<file path="src/rtl/down_counter_pkg.sv">
// Shared types and constants for the down_counter block.
package down_counter_pkg;

    localparam int unsigned DEFAULT_WIDTH = 4;
    localparam int unsigned TC_CNT_WIDTH  = 4;

    typedef enum logic [1:0] {
        IDLE   = 2'd0,
        RUN    = 2'd1,
        PAUSED = 2'd2
    } state_t;

endpackage : down_counter_pkg

</file>
<file path="src/rtl/dc_event_counter.sv">
// Wrapping 4-bit event counter; clear has priority over increment.
module dc_event_counter
    import down_counter_pkg::*;
(
    input  logic                    clk,
    input  logic                    reset,
    input  logic                    clr,
    input  logic                    inc,
    output logic [TC_CNT_WIDTH-1:0] count
);

    // Count events, wrapping naturally from 15 back to 0.
    always_ff @(posedge clk) begin
        if (reset) begin
            count <= '0;
        end else if (clr) begin
            count <= '0;
        end else if (inc) begin
            count <= count + TC_CNT_WIDTH'(1);
        end
    end

endmodule : dc_event_counter

</file>
<file path="src/rtl/down_counter.sv">
// Loadable down counter with pause, auto-reload and terminal-count tally.
module down_counter
    import down_counter_pkg::*;
#(
    parameter int unsigned WIDTH = DEFAULT_WIDTH
) (
    input  logic                    clk,
    input  logic                    reset,
    input  logic                    load,
    input  logic [WIDTH-1:0]        load_value,
    input  logic                    enable,
    input  logic                    auto_reload,
    output logic [WIDTH-1:0]        count,
    output logic                    busy,
    output logic                    tc,
    output logic [TC_CNT_WIDTH-1:0] tc_cnt
);

    state_t           state;
    state_t           state_n;
    logic [WIDTH-1:0] reload;
    logic [WIDTH-1:0] reload_n;
    logic [WIDTH-1:0] count_n;
    logic             tc_n;
    logic             tc_clr_c;
    logic             tc_inc_c;

    // State and output registers.
    always_ff @(posedge clk) begin
        if (reset) begin
            state  <= IDLE;
            count  <= '0;
            reload <= '0;
            tc     <= 1'b0;
            busy   <= 1'b0;
        end else begin
            state  <= state_n;
            count  <= count_n;
            reload <= reload_n;
            tc     <= tc_n;
            busy   <= (state_n != IDLE);
        end
    end

    // Next-state logic: load beats a decrement; IDLE ignores enable.
    always_comb begin
        state_n  = state;
        count_n  = count;
        reload_n = reload;
        tc_n     = 1'b0;
        tc_clr_c = 1'b0;
        tc_inc_c = 1'b0;

        if (load) begin
            count_n  = load_value;
            tc_clr_c = 1'b1;
            if (load_value != '0) begin
                reload_n = load_value;
                state_n  = RUN;
            end else begin
                state_n  = IDLE;
            end
        end else begin
            unique case (state)
                RUN, PAUSED: begin
                    if (enable) begin
                        state_n = RUN;
                        if (count > WIDTH'(1)) begin
                            count_n = count - WIDTH'(1);
                        end else if (count == WIDTH'(1)) begin
                            tc_n     = 1'b1;
                            tc_inc_c = 1'b1;
                            if (auto_reload) begin
                                count_n = reload;
                            end else begin
                                count_n = '0;
                                state_n = IDLE;
                            end
                        end else begin
                            // A zero count while active is unreachable; park safely.
                            state_n = IDLE;
                        end
                    end else begin
                        state_n = PAUSED;
                    end
                end
                default: begin
                    state_n = IDLE;
                end
            endcase
        end
    end

    // Terminal-count tally since the last load.
    dc_event_counter u_tc_cnt (
        .clk   (clk),
        .reset (reset),
        .clr   (tc_clr_c),
        .inc   (tc_inc_c),
        .count (tc_cnt)
    );

endmodule : down_counter

</file>
<file path="config.mk">
export PLATFORM = sky130hd
export DESIGN_NAME = down_counter
export DESIGN_NICKNAME = d
export VERILOG_FILES = /design/src/rtl/down_counter_pkg.sv /design/src/rtl/dc_event_counter.sv /design/src/rtl/down_counter.sv
export SDC_FILE = /design/constraint.sdc
export NUM_CORES = 1
export LEC_CHECK = 0
export BUFFER_PORTS_ARGS = -buffer_cell sky130_fd_sc_hd__buf_2
export CELL_PAD_IN_SITES_DETAIL_PLACEMENT = 0
export CELL_PAD_IN_SITES_GLOBAL_PLACEMENT = 1
export CORE_MARGIN = 2
export CORE_UTILIZATION = 38
export DETAILED_ROUTE_END_ITERATION = 8
export GPL_ROUTABILITY_DRIVEN = 0
export PLACE_DENSITY = 0.86
export SYNTH_ARGS = -nofsm -noshare
export SYNTH_HDL_FRONTEND = slang
export SYNTH_HIERARCHICAL = 1
export SYNTH_SLANG_ARGS = --single-unit
</file>
<file path="constraint.sdc">
create_clock -name clk -period 2.1 [get_ports clk]
set_clock_uncertainty 0.2 [all_clocks]
set_input_delay 0.42 -clock clk [delete_from_list [all_inputs] [get_ports clk]]
set_output_delay 0.42 -clock clk [all_outputs]
set_load 0.01 [all_outputs]
</file>
==> results.py, run 1 <==
metrics = {
    "critical_path": {
        "cp-start-kind": "flip-flop",
        "required_ns": 2.13,
        "path_buf_inv": 1,
        "cp_max_fo": 6,
        "rr_startpoint": "count[1]$_SDFFE_PP0P_",
        "cp-end-kind": "flip-flop",
        "crit_type": "reg -> reg",
        "critPathLaunch": "count[1]$_SDFFE_PP0P_",
        "cpPeakStageDelay_ns": 0.52,
        "cp_top_family": "simple AND/OR/NAND/NOR gates",
        "cp_data_arrival_time_ns": 1.95,
        "reg2reg_slack_ns": 0.18,
        "path_cells": "inv_1 -> ha_1 -> or4b_4 -> a31oi_4 -> a22oi_1 -> o2bb2ai_2",
        "cp_slowest_cell": "or4b_4",
    },
    "synthesis": {
        "synthesis.area_um2": 817,
        "synth_area_leaders": "dfxtp_1, a22oi_1, ha_1",
        "synth_seq_area_share": 0.392,
        "ys.flop_type": "dfxtp_1",
        "synth_top_area_share": 0.392,
        "yosysTopAreaCell": "dfxtp_1",
        "synth_edf_count": 0,
        "postSynthCellCount": 86,
        "yosysWarnings": 6,
        "async_reset_ff_frac": 0,
        "syn-num-nets": 98,
        "syn_area_per_cell_um2": 9.50,
        "yosys_register_bits": 16,
        "ys_types": 37,
    },
    "run_status": {
        "status": "finished, final reports clean",
    },
    "clock_tree": {
        "cts_hold_repair.buffers": 0,
        "cts-root-buf": "clkbuf_4",
        "numClockSinks": 16,
        "clkTransAtPathRegs_ns": 0.10,
        "cts_tree": "built",
        "htree_levels": 1,
        "cts_made_buffers": 3,
        "cts_buffer_depth": 2,
        "clk_latency_ns": 0.29,
    },
    "detailed_routing": {
        "drtAntennaViolNets": 0,
        "drtPass1Iterations": 4,
        "vias_per_cell": 5.28,
        "wire_per_inst_um": 13.6,
        "drc": 0,
        "num_vias": 718,
        "drtIter0Drc": 16,
        "drt_wl_total_um": 1840,
    },
    "finish": {
        "layout-drive-gt1-share": 0.294,
        "nFillCells": 199,
        "multiInputGateArea_um2": 463,
        "postLayoutCoreUtil": 0.488,
        "final_nets": 123,
        "diodes": 0,
        "syn_to_final_growth_pct": 19.4,
        "regArea_um2": 322,
    },
    "power": {
        "power.clock.fraction": 0.273,
        "seqPwrFrac": 0.545,
        "comb_power_share": 0.182,
        "switching_share": 0.283,
        "power.switching_uw": 171,
        "leakage_nw": 0.414,
        "p_int_uw": 432,
        "ir_drop_v": 0.000364,
        "powerDensity_mw_per_mm2": 618,
    },
    "die": {
        "start_util": 0.408,
        "coreArea_mm2": 0.00200,
        "pin_count": 19,
        "die_area_mm2": 0.00254,
        "fp-row-count": 16,
        "die_h_um": 50.4,
        "die_x_um": 50.4,
    },
    "global_route": {
        "grt_usage": 0.162,
        "grt_pass1_vias": 684,
        "grt_max_degree": 17,
        "overflow": 0,
        "antenna_found_initial": 0,
        "grt_pass1_wl_um": 3080,
    },
    "sta": {
        "finalSetupTns_ns": 0,
        "whs_ns": 0.233,
        "fmax_mhz": 521,
        "period_minus_slack_ns": 1.92,
        "slew_violations": 0,
        "relSlewSlack": 0.667,
        "grt_setup_unrepaired": "no",
        "min_period_over_period": 0.915,
        "timing_worst_slew_pin_value_ns": 0.492,
        "setup_viol": 0,
        "hold_viol": 0,
    },
    "place": {
        "hpwlAfterDp_um": 1380,
        "portBuffers": 18,
    },
    "min_path": {
        "hold_start": "load_value[3]",
        "hold_class": "in -> reg",
    },
    "job": {
        "maxCapViolations": 0,
    },
}
## synthesized netlist by cell type (2+ instances only)
| master | count |
|---|---|
| dfxtp_1 | 16 |
| nor2_1 | 10 |
| nand2_1 | 6 |
| a21oi_1 | 5 |
| a22oi_1 | 5 |
| inv_1 | 4 |
| ha_1 | 3 |
| mux2i_1 | 3 |
| nand3_1 | 3 |
| nor2b_1 | 2 |
| nor3_1 | 2 |
| xnor2_1 | 2 |
## metrics by stage
step                instances  power, mW  setup slack (ns)  cell area (µm²)
CTS                       136      0.603             0.130              975
finish                    136      0.603             0.179              976
floorplan                  86      0.404             0.218              817
global placement          133      0.443             0.231              952
global route              136      0.637            0.0591              976
detailed placement        133      0.444             0.156              952
## logic make-up after synthesis
logic type | share of synthesized area
and+or+nand+nor | 0.205
xor gates and xnor gates | 0.0322
AOI/OAI and AO/OA | 0.233
adders and majority gates | 0.0459
muxes | 0.0505
DFF | 0.392
buffers and inverters | 0.0413
## layer usage
layer	up-vias	share of wire	GRT usage
li1	367	-	-
met3	2	0.030	0.0208
met1	334	0.49	0.212
met5	-	0	0
met4	0	0.015	0.113
met2	15	0.47	0.248
## worst paths after layout
| kind | to | cells after the start |
|---|---|---|
| setup / recovery | count[1]$_SDFFE_PP0P_ | 6 |
| hold / removal | reload[3]$_SDFFE_PP0P_ | 3 |
| hold reg to reg | reload[3]$_SDFFE_PP0P_ | 2 |
| setup reg to reg | count[1]$_SDFFE_PP0P_ | 6 |
## power by group through the flow
stage | logic (mW) | clock network [mW] | registers, mW
2_1_floorplan | 0.0690 | 0 | 0.335
3_3_place_gp | 0.108 | 0 | 0.334
3_5_place_dp | 0.109 | 0 | 0.335
4_1_cts | 0.109 | 0.166 | 0.328
5_1_grt | 0.121 | 0.185 | 0.331
6_report | 0.110 | 0.164 | 0.329
## flip-flops by register name (all words and copies together) (netlist names)
signal / count
state: 2
busy: 1
reload: 4
count: 4
u_tc_cnt/count: 4
tc: 1
## worst reg2reg max path, cell delays in order (launching register included)
cell and delay [ns]:
dfxtp_2 0.38, inv_1 0.07, ha_1 0.25, or4b_4 0.52, a31oi_4 0.20, a22oi_1 0.10, o2bb2ai_2 0.13
## area by class of cell
type | count | area share
sequential | 16 | 0.329
clock buffer | 3 | 0.0231
inverter | 4 | 0.0154
multi-input combinational | 64 | 0.474
timing repair buffer | 22 | 0.123
tap | 27 | 0.0346
## timing repair
action | in CTS | in global routing
gates resized for setup | 0 | 1
endpoints found under the setup margin | 0 | 1
buffers inserted | 0 | 0
endpoints found under the hold margin | 0 | 0
## cells in the final DEF (no fill, tap or decap), types with 2 or more instances in the layout
cell,n
nor2b_1,2
buf_2,18
nand3_1,3
ha_1,3
nor3_1,2
buf_4,4
a21oi_1,5
xnor2_1,2
dfxtp_1,15
a22oi_1,5
nand2_1,6
nor2_1,10
inv_1,4
clkbuf_4,3
mux2i_1,3
Power figures use the tool's default switching activity.
==> inputs of run 2 (changes only) <==
--- a/config.mk
+++ b/config.mk
@@ -9,10 +9,11 @@
 export CELL_PAD_IN_SITES_DETAIL_PLACEMENT = 0
 export CELL_PAD_IN_SITES_GLOBAL_PLACEMENT = 1
 export CORE_MARGIN = 2
-export CORE_UTILIZATION = 38
+export CORE_UTILIZATION = 41
+export CTS_BUF_LIST = sky130_fd_sc_hd__clkbuf_4
 export DETAILED_ROUTE_END_ITERATION = 8
 export GPL_ROUTABILITY_DRIVEN = 0
-export PLACE_DENSITY = 0.86
+export PLACE_DENSITY = 0.91
 export SYNTH_ARGS = -nofsm -noshare
 export SYNTH_HDL_FRONTEND = slang
 export SYNTH_HIERARCHICAL = 1
==> results.py, run 2 (same netlist as run 1, synthesis figures left out) <==
metrics = {
    "run_status": {
        "status": "finished, final reports clean",
    },
    "finish": {
        "nFillCells": 207,
        "regArea_um2": 320,
        "diodes": 0,
        "final_common_cell": "buf_2",
        "layout-drive-gt1-share": 0.275,
        "final_cells": 136,
        "multiInputGateArea_um2": 463,
        "final_nets": 122,
        "syn_to_final_growth_pct": 18.8,
        "top_regs": "count x4, reload x4, u_tc_cnt/count x4",
        "layout_common_cells": "buf_2, dfxtp_1, nor2_1",
    },
    "sta": {
        "grt_setup_unrepaired": "no",
        "timing_worst_slew_pin_value_ns": 0.514,
        "finalSetupTns_ns": 0,
        "fmax_mhz": 518,
        "slew_violations": 0,
        "min_period_over_period": 0.919,
        "relSlewSlack": 0.652,
        "period_minus_slack_ns": 1.93,
        "fin_ws_ns": 0.170,
        "setup_viol": 0,
        "whs_ns": 0.221,
        "hold_viol": 0,
    },
    "clock_tree": {
        "clkTransAtPathRegs_ns": 0.10,
        "cts_made_buffers": 3,
        "numClockSinks": 16,
        "cts_buffer_depth": 2,
        "htree_levels": 1,
        "cts_tree": "built",
        "cts_resized": 0,
        "post_cts_buffers": 0,
        "clk_latency_ns": 0.29,
        "cts_hold_repair.buffers": 0,
        "cts-root-buf": "clkbuf_4",
    },
    "detailed_routing": {
        "drt_wl_total_um": 1820,
        "drc": 0,
        "vias_per_cell": 5.44,
        "drtIter0Drc": 20,
        "wire_per_inst_um": 13.4,
        "drtAntennaViolNets": 0,
        "drtPass1Iterations": 5,
        "num_vias": 740,
    },
    "place": {
        "hpwlAfterDp_um": 1310,
        "portBuffers": 18,
        "pre_cts_ws_ns": 0.193,
        "dp_cells": 132,
    },
    "die": {
        "die_area_mm2": 0.00237,
        "coreArea_mm2": 0.00192,
        "die_h_um": 48.6,
        "fp-row-count": 16,
        "die_x_um": 48.6,
        "start_util": 0.425,
        "pin_count": 19,
    },
    "min_path": {
        "hold_class": "in -> reg",
    },
    "global_route": {
        "grt_max_degree": 17,
        "grt_pass1_vias": 679,
        "antenna_found_initial": 0,
        "overflow": 0,
        "grt_pass1_wl_um": 2990,
        "grt_usage": 0.165,
    },
    "critical_path": {
        "path_cells": "inv_1 -> ha_1 -> or4b_4 -> a31oi_4 -> a22oi_1 -> o2bb2ai_2",
        "cp_max_fo": 6,
        "required_ns": 2.13,
        "cpPeakStageDelay_ns": 0.52,
        "cp_slowest_cell": "or4b_4",
        "cp-end-kind": "flip-flop",
        "crit_type": "reg -> reg",
        "cp_data_arrival_time_ns": 1.96,
        "cp-start-kind": "flip-flop",
    },
    "job": {
        "maxCapViolations": 0,
    },
    "power": {
        "powerDensity_mw_per_mm2": 625,
        "total_power_uw": 607,
        "ir_drop_v": 0.000477,
        "leakage_nw": 0.410,
    },
}
-- run 2: cell count changes in the layout (fill, tap and decap cells not counted) --
cell      previous run  this run
buf_4                4         3
clkinv_1             0         1
dfxtp_1             15        16
dfxtp_2              1         0
-- run 2: worst paths after layout --
path / from / to / slack (ns) / depth (start not counted)
setup / recovery: count[1]$_SDFFE_PP0P_ / count[1]$_SDFFE_PP0P_ / 0.17 / 6
hold / removal: load_value[3] / reload[3]$_SDFFE_PP0P_ / 0.22 / 3
setup reg to reg: count[1]$_SDFFE_PP0P_ / count[1]$_SDFFE_PP0P_ / 0.17 / 6
hold reg to reg: reload[3]$_SDFFE_PP0P_ / reload[3]$_SDFFE_PP0P_ / 0.28 / 2
-- run 2: per-layer routing --
metal,global-route usage,part of all wire,up-vias
li1,-,-,366
met1,0.205,0.46,341
met2,0.265,0.46,31
met3,0.0370,0.070,2
met4,0.0857,0.012,0
met5,0,0,-
-- run 2: cell type report --
class	instances	share of cell area
inverter	4	0.0155
sequential	16	0.330
multi-input combinational	64	0.477
clock inverter	1	0.00387
timing repair buffer	21	0.116
clock buffer	3	0.0232
tap	27	0.0348
-- run 2: metrics by stage --
step            util  cell area (µm²)
3_3_place_gp   0.492              945
3_5_place_dp   0.492              945
6_report       0.505              971
4_1_cts        0.505              971
2_1_floorplan      -              817
5_1_grt        0.505              971
-- run 2: power by group --
part	internal, mW	total [mW]	leakage [nW]	switching [mW]
Clock	0.0692	0.172	0.0154	0.103
Combinational	0.0478	0.107	0.264	0.0596
Sequential	0.316	0.328	0.131	0.0121
Total	0.432	0.607	0.410	0.175
-- run 2: critical path, delay by kind of cell, from the launching register on --
| kind | cells | cell delay (ns) |
|---|---|---|
| and+or+nand+nor | 1 | 0.52 |
| buffers and inverters | 1 | 0.08 |
| AOI/OAI and AO/OA | 3 | 0.43 |
| DFF | 1 | 0.40 |
| adders and majority gates | 1 | 0.25 |
